**config.mk**
```make
export PLATFORM = sky130hd
export DESIGN_NAME = out_port_hex_display
export DESIGN_NICKNAME = d
export VERILOG_FILES = /design/src/rtl/out_port_hex_display.sv
export SDC_FILE = /design/constraint.sdc
export NUM_CORES = 1
export LEC_CHECK = 0
export CAP_MARGIN = 20
export CORE_UTILIZATION = 44
export DETAILED_ROUTE_END_ITERATION = 8
export GPL_TIMING_DRIVEN = 0
export PLACE_DENSITY = 0.79
export SYNTH_ARGS = -nofsm -noshare
export SYNTH_HDL_FRONTEND = slang
export SYNTH_SLANG_ARGS = --single-unit
export TNS_END_PERCENT = 5
```
**constraint.sdc**
```tcl
create_clock -name clock -period 2.09 [get_ports clock]
set_input_delay 0.418 -clock clock [delete_from_list [all_inputs] [get_ports clock]]
set_output_delay 0.418 -clock clock [all_outputs]
set_load 0.01 [all_outputs]
```
**src/rtl/out_port_hex_display.sv**
```systemverilog
// out_port_hex_display
// Converts three 32-bit CPU output ports to two-digit decimal on six active-low
// seven-segment displays. A single shift-and-add-3 engine visits the channels
// round-robin: LOAD (1) + SHIFT (7) + STORE (1) = 9 cycles per channel.
// Values above 99 are shown as two dashes and flagged in ovf.
module out_port_hex_display #(
  parameter logic LEAD_BLANK = 1'b0
) (
  input  logic        clock,
  input  logic        resetn,
  input  logic [31:0] out_port0,
  input  logic [31:0] out_port1,
  input  logic [31:0] out_port2,
  output logic [6:0]  HEX0,
  output logic [6:0]  HEX1,
  output logic [6:0]  HEX2,
  output logic [6:0]  HEX3,
  output logic [6:0]  HEX4,
  output logic [6:0]  HEX5,
  output logic [2:0]  ovf,
  output logic        frame_done
);

  typedef enum logic [1:0] {
    LOAD  = 2'd0,
    SHIFT = 2'd1,
    STORE = 2'd2
  } state_t;

  localparam logic [6:0] SEG_DASH  = 7'b0111111;
  localparam logic [6:0] SEG_BLANK = 7'b1111111;

  state_t      state;
  state_t      state_nxt;
  logic [1:0]  ch;
  logic [2:0]  cnt;
  logic [6:0]  bin;
  logic [7:0]  bcd;
  logic        over;
  logic [31:0] port_sel;
  logic [6:0]  tens_seg;
  logic [6:0]  ones_seg;

  // Add 3 to every BCD nibble that is 5 or more, ahead of the left shift.
  function automatic logic [7:0] bcd_adjust(input logic [7:0] b);
    logic [3:0] hi;
    logic [3:0] lo;
    hi = b[7:4];
    lo = b[3:0];
    if (hi >= 4'd5) hi = hi + 4'd3;
    if (lo >= 4'd5) lo = lo + 4'd3;
    return {hi, lo};
  endfunction

  // Active-low gfedcba pattern for a decimal digit; anything else is blank.
  function automatic logic [6:0] seg(input logic [3:0] d);
    case (d)
      4'd0:    return 7'b1000000;
      4'd1:    return 7'b1111001;
      4'd2:    return 7'b0100100;
      4'd3:    return 7'b0110000;
      4'd4:    return 7'b0011001;
      4'd5:    return 7'b0010010;
      4'd6:    return 7'b0000010;
      4'd7:    return 7'b1111000;
      4'd8:    return 7'b0000000;
      4'd9:    return 7'b0010000;
      default: return SEG_BLANK;
    endcase
  endfunction

  // Select the port belonging to the channel currently being converted.
  always_comb begin
    port_sel = 32'd0;
    case (ch)
      2'd0:    port_sel = out_port0;
      2'd1:    port_sel = out_port1;
      2'd2:    port_sel = out_port2;
      default: port_sel = 32'd0;
    endcase
  end

  // State register.
  always_ff @(posedge clock or negedge resetn) begin
    if (!resetn) state <= LOAD;
    else         state <= state_nxt;
  end

  // Next-state logic: one LOAD, seven SHIFTs, one STORE, repeat.
  always_comb begin
    state_nxt = state;
    case (state)
      LOAD:    state_nxt = SHIFT;
      SHIFT:   if (cnt == 3'd6) state_nxt = STORE;
      STORE:   state_nxt = LOAD;
      default: state_nxt = LOAD;
    endcase
  end

  // Conversion datapath: snapshot on LOAD, double-dabble during SHIFT.
  always_ff @(posedge clock or negedge resetn) begin
    if (!resetn) begin
      bin  <= 7'd0;
      bcd  <= 8'd0;
      cnt  <= 3'd0;
      over <= 1'b0;
    end else begin
      case (state)
        LOAD: begin
          over <= (port_sel > 32'd99);
          bin  <= port_sel[6:0];
          bcd  <= 8'd0;
          cnt  <= 3'd0;
        end
        SHIFT: begin
          {bcd, bin} <= {bcd_adjust(bcd), bin} << 1;
          cnt        <= cnt + 3'd1;
        end
        default: ;
      endcase
    end
  end

  // Display patterns for the finished conversion, including dash and blanking.
  always_comb begin
    tens_seg = seg(bcd[7:4]);
    ones_seg = seg(bcd[3:0]);
    if (over) begin
      tens_seg = SEG_DASH;
      ones_seg = SEG_DASH;
    end else if (LEAD_BLANK && (bcd[7:4] == 4'd0)) begin
      tens_seg = SEG_BLANK;
    end
  end

  // Output registers and channel rotation; written only on STORE.
  always_ff @(posedge clock or negedge resetn) begin
    if (!resetn) begin
      HEX0       <= SEG_BLANK;
      HEX1       <= SEG_BLANK;
      HEX2       <= SEG_BLANK;
      HEX3       <= SEG_BLANK;
      HEX4       <= SEG_BLANK;
      HEX5       <= SEG_BLANK;
      ovf        <= 3'b000;
      frame_done <= 1'b0;
      ch         <= 2'd0;
    end else begin
      frame_done <= 1'b0;
      if (state == STORE) begin
        case (ch)
          2'd0: begin
            HEX1   <= tens_seg;
            HEX0   <= ones_seg;
            ovf[0] <= over;
          end
          2'd1: begin
            HEX3   <= tens_seg;
            HEX2   <= ones_seg;
            ovf[1] <= over;
          end
          2'd2: begin
            HEX5   <= tens_seg;
            HEX4   <= ones_seg;
            ovf[2] <= over;
          end
          default: ;
        endcase
        frame_done <= (ch == 2'd2);
        ch         <= (ch == 2'd2) ? 2'd0 : ch + 2'd1;
      end
    end
  end

endmodule

```
==> results.yml <==
status:
  outcome: "finished, final reports clean"
worst_setup_path:
  cp-end-kind: "output port"
  critPathKind: "register to output port"
  crit_fanout: 2
  critical_path.slowest_cell: "dfstp_2"
  crit_required_ns: 1.67
  crit_family: "flip-flops"
  arrival_ns: 1.44
  crit_path_max_incr_delay_ns: 0.55
  crit_buf_inv: 1
  crit_path_cell_trace: "clkdlybuf4s50_1"
  worst_setup_path_start_kind: "register"
placed_design:
  dpl.hpwl_mm: 8.05
  port_buffers: 143
  dp.cells: 635
  dpl_cell_area_um2: 5140
  pre_cts_ws_ns: 0.125
  place.gp.congestion: 0.822
route:
  vias: 3474
  post_drt_wl_per_cell_um: 15.8
  drt_iter0_markers: 177
  drc: 0
  post_drt_via_cell_ratio: 5.34
  drt-pass1-iter-count: 4
  totalWireLength_mm: 10.3
  antenna_left: 0
power:
  seqPwrFrac_pct: 50.2
  power.density_nw_per_um2: 506
  peakVddDrop_mv: 0.473
  clkPwrFrac_pct: 39.2
  leakage_nw: 2.29
  p_sw_uw: 608
  p_int_mw: 2.09
  power.total_mw: 2.70
  swShare_pct: 22.5
  comb_power_share_pct: 10.6
synthesis:
  synth_edf_count: 0
  yosys.area.top_type: "dfstp_2"
  netlist_area_um2: 3580
  yosysSeqAreaShare_pct: 49.6
  ys_top_cells_by_area: "dfstp_2 31%, dfrtp_1 19%, nand2_1 7.6%"
  syn_area_per_cell_um2: 9.19
  ys_seq_elements: 69
  synth_cells: 390
  ys_async_sr_fraction_pct: 100
  synth_most_common_cell: "nand2_1"
  synth.distinct_cells: 46
  yosysWarnings: 0
  synth_top_area_share_pct: 30.8
  ys_top_cells_by_count: "73 x nand2_1, 42 x dfstp_2, 42 x o21ai_0, 39 x nor2_1"
  syn_nets: 500
  synthFlopType: "dfstp_2"
clocking:
  cts_buffers: 9
  cts.htree.levels: 3
  clkTransAtPathRegs_ns: 0.08
  cts_buffer_depth: 2
  postCtsHoldBufs: 0
  root_buffer: "clkbuf_8"
  clk_latency_ns: 0.35
  cts_resized: 0
  cts_setup_buffers: 0
  cts_tree: "yes"
  cts_num_sinks: 69
sta:
  setup_viol: 0
  rsz0062_at_grt: "false"
  hold_viol_final: 0
  drv_slew: 0
  slew_headroom_pct: 45.1
  min_period_over_period_pct: 88.9
  worst_slack_ns: 0.233
  tightest_slew_ns: 0.823
  finClkSkew_ns: 0.0127
  max_freq_mhz: 538
  holdWs_ns: 0.173
  min_period_ns: 1.86
grt:
  gr-usage-met2_pct: 39.2
  grt_pass1_wl_mm: 16.1
  gr-total-overflow: 0
  use_met3_pct: 5.06
  grt_use_met1_pct: 34.2
  grt_usage_pct: 24.4
  grt_pass1_vias: 3228
  grt_max_degree: 70
  antenna_found_initial: 0
  top_usage_layer: "met2"
run:
  drv_cap: 0
final_layout:
  area_growth_pct: 48.7
  multi_input_area_um2: 1640
  final_nets: 654
  fill_cells: 649
  n_antenna_cell: 0
  drive_above_1_share_pct: 16.4
  final_cell_area_um2: 5330
  seq_area_um2: 1780
  stdcell_count: 651
floorplan:
  die_x_um: 92.3
  placement_rows: 32
  die_area_um2: 8510
  die_y_um: 92.3
  fp.coreArea_um2: 7810
  io_pins: 144
  start_util_pct: 45.9
hold_path:
  hold_class: "input port to async pin"
-- path summary, 6_finish.rpt --
kind	slack [ns]	cells after the start	startpoint	end
max	0.23	1	HEX3[1]	HEX3[1]
min	0.17	1	resetn	frame_done
max reg2reg	0.26	6	bcd[5]	bcd[7]
min reg2reg	0.47	2	HEX0[3]	HEX0[3]
max in group asynchronous	1.38	1	resetn	bcd[6]
min in group clock	0.47	2	HEX0[3]	HEX0[3]
-- layer usage --
metal	wire (um)	up-vias
li1	-	1667
met5	0	-
met3	529	11
met2	5160	96
met1	4540	1700
met4	86	0
-- per-stage QoR --
| stage | setup TNS, ns | utilization, % |
|---|---|---|
| floorplan | 0 | - |
| global placement | -73.71 | 65.9 |
| detailed placement | 0 | 65.8 |
| CTS | 0 | 68.3 |
| global route | 0 | 68.3 |
| finish | 0 | 68.3 |
-- registers in the layout, summed over array words and instances (netlist names), 2 cells and up --
signal and cells:
bcd 8, HEX0 7, HEX1 7, HEX2 7
HEX3 7, HEX4 7, HEX5 7, bin 7
cnt 3, ovf 3, ch 2, state 2
-- cell usage in the layout (no fill, tap or decap), types with 5 or more instances in the layout --
master,count
nor2_1,39
nor4_1,12
o21ai_0,42
mux2i_1,10
inv_1,9
ha_1,12
a21oi_1,27
clkbuf_8,9
o21ai_1,10
clkdlybuf4s50_1,142
nand2_1,73
dfstp_2,42
clkbuf_1,5
buf_2,14
nand2b_1,7
o22ai_1,5
dfrtp_1,27
o221ai_1,5
-- power groups by stage --
stage / sequential, mW / combinational (mW) / clock, mW
6_report: 1.35 / 0.286 / 1.06
5_1_grt: 1.35 / 0.311 / 1.13
4_1_cts: 1.35 / 0.288 / 1.07
3_5_place_dp: 1.37 / 0.286 / 0
3_3_place_gp: 1.37 / 0.281 / 0
2_1_floorplan: 1.37 / 0.0591 / 0
-- area by class of cell --
class                           instances  share of cell area (%)
Clock inverter                          6                    1.17
Clock buffer                           10                    2.39
Multi-Input combinational cell        288                    30.7
Buffer                                 22                    2.37
Inverter                               11                   0.774
Tap cell                              102                    2.39
Timing Repair Buffer                  143                    26.8
Sequential cell                        69                    33.4
-- cells by family after synthesis --
logic type                 count (synthesis)  synth area share (%)
AOI/OAI and AO/OA                        104                  16.5
buffers and inverters                     33                  4.68
xor gates and xnor gates                   4                 0.977
muxes                                     11                  3.11
and+or+nand+nor                          157                  20.9
adders and majority gates                 12                  4.19
DFF                                       69                  49.6
Power figures use the tool's default switching activity.
